File: src/rtl/relu_pool_streamer.sv
// relu_pool_streamer
// Takes the 1-D conv engine's result vector and turns it into a byte stream for the next layer.
// The vector is captured when the engine's done pulse arrives. Each output is the max over POOL
// adjacent entries, then ReLU, then an arithmetic right shift by SHIFT, then unsigned saturation
// to OUT_W bits. The N_IN/POOL outputs leave over a valid/ready handshake, in index order.
//
// Ports
//   clk          in   single clock, all logic on posedge
//   rst          in   synchronous reset, active low
//   in_valid     in   one-cycle pulse: conv_result holds a new frame
//   conv_result  in   N_IN signed IN_W-bit results, sampled only when the frame is accepted
//   out_valid    out  out_data/out_idx/out_last are valid
//   out_ready    in   consumer accepts on a posedge where out_valid && out_ready
//   out_data     out  pooled, rectified, shifted, saturated value
//   out_idx      out  index of the current output, 0..N_IN/POOL-1
//   out_last     out  high with the final output of a frame
//   busy         out  high from capture until the last handshake completes
//   done         out  one-cycle pulse the cycle after the last handshake
//   overrun      out  one-cycle pulse when a frame arrives while busy (that frame is dropped)
module relu_pool_streamer #(
  parameter int N_IN  = 30,
  parameter int IN_W  = 18,
  parameter int POOL  = 2,
  parameter int SHIFT = 2,
  parameter int OUT_W = 8,
  localparam int N_OUT = N_IN / POOL,
  localparam int K_W   = (N_OUT > 1) ? $clog2(N_OUT) : 1
) (
  input  logic                   clk,
  input  logic                   rst,
  input  logic                   in_valid,
  input  logic signed [IN_W-1:0] conv_result [0:N_IN-1],
  output logic                   out_valid,
  input  logic                   out_ready,
  output logic [OUT_W-1:0]       out_data,
  output logic [K_W-1:0]         out_idx,
  output logic                   out_last,
  output logic                   busy,
  output logic                   done,
  output logic                   overrun
);

  typedef enum logic [1:0] {
    ST_IDLE   = 2'd0,
    ST_LOAD   = 2'd1,
    ST_STREAM = 2'd2
  } state_t;

  localparam logic [K_W-1:0]         LAST_IDX = K_W'(N_OUT - 1);
  localparam logic [K_W-1:0]         ONE_IDX  = K_W'(1);
  localparam logic signed [IN_W-1:0] ZERO_VAL = {IN_W{1'b0}};
  localparam logic signed [IN_W-1:0] SAT_VAL  = IN_W'((2 ** OUT_W) - 1);

  if ((N_IN % POOL) != 0) begin : g_cfg_err
    $error("relu_pool_streamer: N_IN must be a multiple of POOL");
  end

  // Max over one pooling window, then ReLU, shift and saturate, all within IN_W bits.
  // After ReLU the value is non-negative, so >>> and >> agree and the shift cannot overflow.
  function automatic logic [OUT_W-1:0] pool_quant(input logic [POOL-1:0][IN_W-1:0] win);
    logic signed [IN_W-1:0] v_max;
    logic signed [IN_W-1:0] v_relu;
    logic signed [IN_W-1:0] v_shift;
    v_max = $signed(win[0]);
    for (int j = 1; j < POOL; j++) begin
      if ($signed(win[j]) > v_max) begin
        v_max = $signed(win[j]);
      end
    end
    if (v_max < ZERO_VAL) begin
      v_relu = ZERO_VAL;
    end else begin
      v_relu = v_max;
    end
    v_shift = v_relu >>> SHIFT;
    if (v_shift > SAT_VAL) begin
      pool_quant = {OUT_W{1'b1}};
    end else begin
      pool_quant = v_shift[OUT_W-1:0];
    end
  endfunction

  state_t                 r_state;
  logic signed [IN_W-1:0] r_buf [0:N_IN-1];
  logic                   r_out_valid;
  logic [OUT_W-1:0]       r_out_data;
  logic [K_W-1:0]         r_out_idx;
  logic                   r_out_last;
  logic                   r_busy;
  logic                   r_done;
  logic                   r_overrun;

  state_t                 w_state_nxt;
  logic                   w_valid_nxt;
  logic [OUT_W-1:0]       w_data_nxt;
  logic [K_W-1:0]         w_idx_nxt;
  logic                   w_last_nxt;
  logic                   w_busy_nxt;
  logic                   w_done_nxt;
  logic                   w_overrun_nxt;
  logic                   w_capture;
  logic [K_W-1:0]         w_idx_inc;
  logic [OUT_W-1:0]       w_pooled [N_OUT];

  // Every pooled result is available combinationally from the captured frame, so the
  // next output can be loaded on the same edge as the current handshake.
  for (genvar g = 0; g < N_OUT; g++) begin : g_pool
    logic [POOL-1:0][IN_W-1:0] w_win;
    for (genvar j = 0; j < POOL; j++) begin : g_win
      assign w_win[j] = r_buf[g*POOL + j];
    end
    assign w_pooled[g] = pool_quant(w_win);
  end

  assign w_idx_inc = r_out_idx + ONE_IDX;

  // Capture buffer: loaded only when an idle streamer accepts a frame.
  always_ff @(posedge clk) begin
    if (!rst) begin
      for (int i = 0; i < N_IN; i++) begin
        r_buf[i] <= ZERO_VAL;
      end
    end else if (w_capture) begin
      r_buf <= conv_result;
    end else begin
      r_buf <= r_buf;
    end
  end

  // State and output registers.
  always_ff @(posedge clk) begin
    if (!rst) begin
      r_state     <= ST_IDLE;
      r_out_valid <= 1'b0;
      r_out_data  <= {OUT_W{1'b0}};
      r_out_idx   <= {K_W{1'b0}};
      r_out_last  <= 1'b0;
      r_busy      <= 1'b0;
      r_done      <= 1'b0;
      r_overrun   <= 1'b0;
    end else begin
      r_state     <= w_state_nxt;
      r_out_valid <= w_valid_nxt;
      r_out_data  <= w_data_nxt;
      r_out_idx   <= w_idx_nxt;
      r_out_last  <= w_last_nxt;
      r_busy      <= w_busy_nxt;
      r_done      <= w_done_nxt;
      r_overrun   <= w_overrun_nxt;
    end
  end

  // Next-state and next-output logic.
  always_comb begin
    w_state_nxt   = r_state;
    w_valid_nxt   = r_out_valid;
    w_data_nxt    = r_out_data;
    w_idx_nxt     = r_out_idx;
    w_last_nxt    = r_out_last;
    w_busy_nxt    = r_busy;
    w_done_nxt    = 1'b0;
    w_overrun_nxt = 1'b0;
    w_capture     = 1'b0;
    case (r_state)
      ST_IDLE: begin
        // IDLE is also the state during the done pulse, so a frame arriving then is accepted.
        if (in_valid) begin
          w_capture   = 1'b1;
          w_idx_nxt   = {K_W{1'b0}};
          w_busy_nxt  = 1'b1;
          w_state_nxt = ST_LOAD;
        end else begin
          w_busy_nxt  = 1'b0;
        end
      end
      ST_LOAD: begin
        w_overrun_nxt = in_valid;
        w_valid_nxt   = 1'b1;
        w_data_nxt    = w_pooled[r_out_idx];
        w_last_nxt    = (r_out_idx == LAST_IDX);
        w_state_nxt   = ST_STREAM;
      end
      ST_STREAM: begin
        // out_valid is always high here, so out_ready alone marks a handshake.
        w_overrun_nxt = in_valid;
        if (out_ready) begin
          if (r_out_last) begin
            w_state_nxt = ST_IDLE;
            w_valid_nxt = 1'b0;
            w_last_nxt  = 1'b0;
            w_busy_nxt  = 1'b0;
            w_done_nxt  = 1'b1;
          end else begin
            w_idx_nxt   = w_idx_inc;
            w_data_nxt  = w_pooled[w_idx_inc];
            w_last_nxt  = (w_idx_inc == LAST_IDX);
          end
        end else begin
          w_state_nxt = ST_STREAM;
        end
      end
      default: begin
        w_state_nxt = ST_IDLE;
        w_valid_nxt = 1'b0;
        w_last_nxt  = 1'b0;
        w_busy_nxt  = 1'b0;
      end
    endcase
  end

  assign out_valid = r_out_valid;
  assign out_data  = r_out_data;
  assign out_idx   = r_out_idx;
  assign out_last  = r_out_last;
  assign busy      = r_busy;
  assign done      = r_done;
  assign overrun   = r_overrun;

endmodule

File: config.mk
export PLATFORM = sky130hd
export DESIGN_NAME = relu_pool_streamer
export DESIGN_NICKNAME = d
export VERILOG_FILES = /design/src/rtl/relu_pool_streamer.sv
export SDC_FILE = /design/constraint.sdc
export NUM_CORES = 2
export LEC_CHECK = 0
export CORE_MARGIN = 5
export CORE_UTILIZATION = 55
export DETAILED_ROUTE_END_ITERATION = 8
export PLACE_DENSITY = 0.82
export SLEW_MARGIN = 40
export SYNTH_ARGS = -nofsm -noshare
export SYNTH_HDL_FRONTEND = slang
export SYNTH_SLANG_ARGS = --single-unit
File: constraint.sdc
create_clock -name clk -period 4.15 [get_ports clk]
set_input_delay 0.6225 -clock clk [delete_from_list [all_inputs] [get_ports clk]]
set_output_delay 0.6225 -clock clk [all_outputs]
set_load 0.03 [all_outputs]
==> impl_metrics.env <==
export IMPL_fin_nets=5620
export IMPL_placedCellCount=5520
export IMPL_dpl_hpwl_um=85190
export IMPL_period_minus_slack_ns=3.839
export IMPL_post_cts_repair_setup_buffers=0
export IMPL_outcome="complete, no violations"
export IMPL_clock_sinks=559
export IMPL_firstDrtPassIters=6
export IMPL_cts_made_buffers=60
export IMPL_reg2reg_depth=12
export IMPL_crit_end="out_data[2]"
export IMPL_hp_class="flip-flop to flip-flop"
export IMPL_powerDensity_nw_per_um2=462.6
export IMPL_design_area_um2=41870
export IMPL_drive_gt1_frac=0.05363
export IMPL_intPower_mw=12.31
export IMPL_cts_tree="built"
export IMPL_period_share=0.9252
export IMPL_reg2reg_from="g_pool[11].w_win[17]"
export IMPL_finalSetupViolations=0
export IMPL_wl_um=111700
export IMPL_grt_usage=0.3225
export IMPL_antenna_left=0
export IMPL_clk_latency_ns=0.64
export IMPL_crit_buf_inv=1
export IMPL_synth_cell_types=93
export IMPL_rows=90
export IMPL_holdWs_ns=0.4654
export IMPL_end_kind="flip-flop"
export IMPL_p_leak_nw=16.62
export IMPL_yosys_warnings=0
export IMPL_totalPowerFinal_mw=19.37
export IMPL_ctsLongestPathBuffers=3
export IMPL_area_growth_pct=25.19
export IMPL_remaining_drc_errors=0
export IMPL_gp_congestion=0.9863
export IMPL_port_buffers=560
export IMPL_grt_overflow_total=0
export IMPL_finalHoldViolations=0
export IMPL_cp_slowest_cell="o41ai_1"
export IMPL_clk_pin_slew_ns=0.06
export IMPL_grt_pass1_wl_um=174000
export IMPL_reg2reg_to="out_data[2]"
export IMPL_die_area_um2=65850
export IMPL_rrSetupSlack_ns=0.31
export IMPL_synthArstFlopShare=0
export IMPL_cts_resized=0
export IMPL_cp_cell_sequence="inv_1, ha_1, and4_1, nand4_1, nor4_1, a21oi_1, and2_0, o311ai_0, o41ai_1, a31oi_1, a211oi_1, nor3_1"
export IMPL_switchingPower_mw=7.067
export IMPL_die_y_um=256.6
export IMPL_instances_no_fill=5637
export IMPL_fin_tns_setup_ns=0
export IMPL_cp_arrival_ns=4.35
export IMPL_boundaryPins=561
export IMPL_peakVddDrop_mv=0.3756
export IMPL_critPathMaxStageDelay_ns=0.88
export IMPL_start_util=0.5552
export IMPL_avgRoutedWirePerCell_um=19.82
export IMPL_cp_num_cells=12
export IMPL_tightest_slew_ns=0.8967
export IMPL_rsz0062_at_grt="no"
export IMPL_placeableCoreArea_um2=60250
export IMPL_ctsHoldBuffers=0
export IMPL_dp_slack_ns=0.4328
export IMPL_cpLargestDelayFamily="compound AO/OA/AOI/OAI gates"
export IMPL_maxCapViolations=0
export IMPL_postPlaceCellArea_um2=39740
export IMPL_routed_via_density=5.765
export IMPL_grt_pass1_vias=31480
export IMPL_synthesis_instances=4359
export IMPL_cp_max_fo=10
export IMPL_combPwrFrac=0.376
export IMPL_setup_slack_ns=0.3106
export IMPL_relSlewSlack=0.3944
export IMPL_startpoint="g_pool[11].w_win[17]"
export IMPL_die_w_um=256.6
export IMPL_fin_skew_ns=0.02348
export IMPL_ys_seq_elements=559
export IMPL_syn_area_per_cell_um2=7.673
export IMPL_grt_max_degree=197
export IMPL_cts_root_buf="clkbuf_16"
export IMPL_synth_ff_type="dfxtp_1"
export IMPL_seqPwrFrac=0.331
export IMPL_ys_seq_area_frac=0.3346
export IMPL_p_sw_frac=0.3648
export IMPL_worst_endpoint_required_ns=4.66
export IMPL_slew_violations=0
export IMPL_drt_iter0_drc=2744
export IMPL_crit_type="flip-flop to flip-flop"
export IMPL_start_kind="flip-flop"
export IMPL_via_count=32500
export IMPL_clkPwrFrac=0.293
export IMPL_synth_edf_count=0
export IMPL_max_freq_mhz=260.5
export IMPL_antenna_found_initial=9
export IMPL_htree_num_levels=2
export IMPL_synth_nets=5179
export IMPL_fin_util=0.6950
export IMPL_synthesis_area_um2=33450
==> cell families after synthesis <==
group / after synthesis / synth area share
AND/OR/NAND/NOR: 1612 / 0.2022
AO/OA/AOI/OAI: 1169 / 0.2467
buffers and inverters: 610 / 0.06995
flip-flops: 559 / 0.3346
adder cells (fa/ha/maj): 276 / 0.1032
multiplexers: 129 / 0.04231
XOR/XNOR: 4 / 0.001048
==> layout by cell type, fill, tap and decap left out, types with 72 or more instances in the layout <==
cell type / netlist / routed
nand2_1: 1186 / 1185
clkdlybuf4s50_1: 0 / 559
dfxtp_1: 559 / 558
a21boi_0: 546 / 546
inv_1: 362 / 362
ha_1: 276 / 276
a21oi_1: 182 / 181
nor2_1: 144 / 144
o21ai_0: 109 / 109
mux2i_1: 73 / 72
==> layer usage <==
metal,track usage,share of wire
met5,0,0.00024
met4,0.1191,0.040
met3,0.05096,0.070
met2,0.5401,0.47
met1,0.4226,0.42
==> worst min-delay path, cell delays in order (launching register included) <==
cell and delay (ns):
dfxtp_1 0.31, nand2_1 0.05, a21boi_0 0.06
==> power by group through the flow <==
stage                     sequential, mW  clock [mW]  combinational [mW]
after CTS                           6.40        5.74                7.17
after global routing                6.47        5.95                7.95
after floorplan                     6.35           0                4.74
after global placement              6.49           0                7.03
final                               6.41        5.68                7.28
after detailed placement            6.51           0                7.12
==> synthesized netlist by cell type, types with 6 or more instances <==
cell type,instances,share of area
nand2_1,1186,0.13
dfxtp_1,559,0.33
a21boi_0,546,0.12
inv_1,362,0.041
ha_1,276,0.10
clkbuf_1,221,0.025
a21oi_1,182,0.027
nor2_1,144,0.016
o21ai_0,109,0.016
mux2i_1,73,0.022
nand4_1,69,0.013
mux2_2,48,0.016
a211oi_1,41,0.0092
nor3_1,38,0.0057
o211ai_1,37,0.0083
nor4_1,36,0.0067
a21o_1,35,0.0079
nand3_1,35,0.0052
a31oi_1,33,0.0062
a221o_1,18,0.0054
nor2b_1,15,0.0028
o31ai_1,15,0.0034
and3_1,14,0.0026
nand2b_1,14,0.0026
buf_1,13,0.0015
a2111oi_0,12,0.0031
a221oi_1,12,0.0031
o221ai_1,12,0.0031
or4_1,12,0.0027
a32oi_1,10,0.0026
and4_1,10,0.0026
a22oi_1,9,0.0020
o311ai_0,9,0.0024
o21a_1,8,0.0018
o21bai_1,8,0.0018
a211o_1,7,0.0018
nor4_2,7,0.0026
and2_1,6,0.0011
buf_2,6,0.00090
o2111ai_1,6,0.0016
o21ai_1,6,0.00090
or3_1,6,0.0011
==> how the worst min path moves through the flow <==
| stage | from | end | slack (ns) | depth (start not counted) |
|---|---|---|---|---|
| 2_1_floorplan | g_pool[0].w_win[18] | g_pool[0].w_win[18] | 0.44 | 2 |
| 3_3_place_gp | g_pool[7].w_win[1] | g_pool[7].w_win[1] | 0.45 | 2 |
| 3_5_place_dp | g_pool[7].w_win[14] | g_pool[7].w_win[14] | 0.46 | 2 |
| 4_1_cts | g_pool[7].w_win[14] | g_pool[7].w_win[14] | 0.47 | 2 |
| 5_1_grt | g_pool[9].w_win[1] | g_pool[9].w_win[1] | 0.48 | 2 |
| 6_report | g_pool[4].w_win[8] | g_pool[4].w_win[8] | 0.47 | 2 |
==> flip-flops by register name (all words and copies together), names as in the netlist <==
register,cells
overrun,1
out_idx,4
out_last,1
out_data,8
r_state,2
busy,1
g_pool.w_win,540
done,1
out_valid,1
==> area by class of cell <==
class                           instances  area [um^2]
Clock buffer                           84         1804
Inverter                              365         1370
Fill cell                            4938        18370
Sequential cell                       559        11190
Timing Repair Buffer                  624         6254
Antenna cell                            7        17.52
Clock inverter                         26        300.3
Tap cell                              782        978.4
Multi-Input combinational cell       3190        19960
No activity file was read; power rests on OpenSTA's default activity.
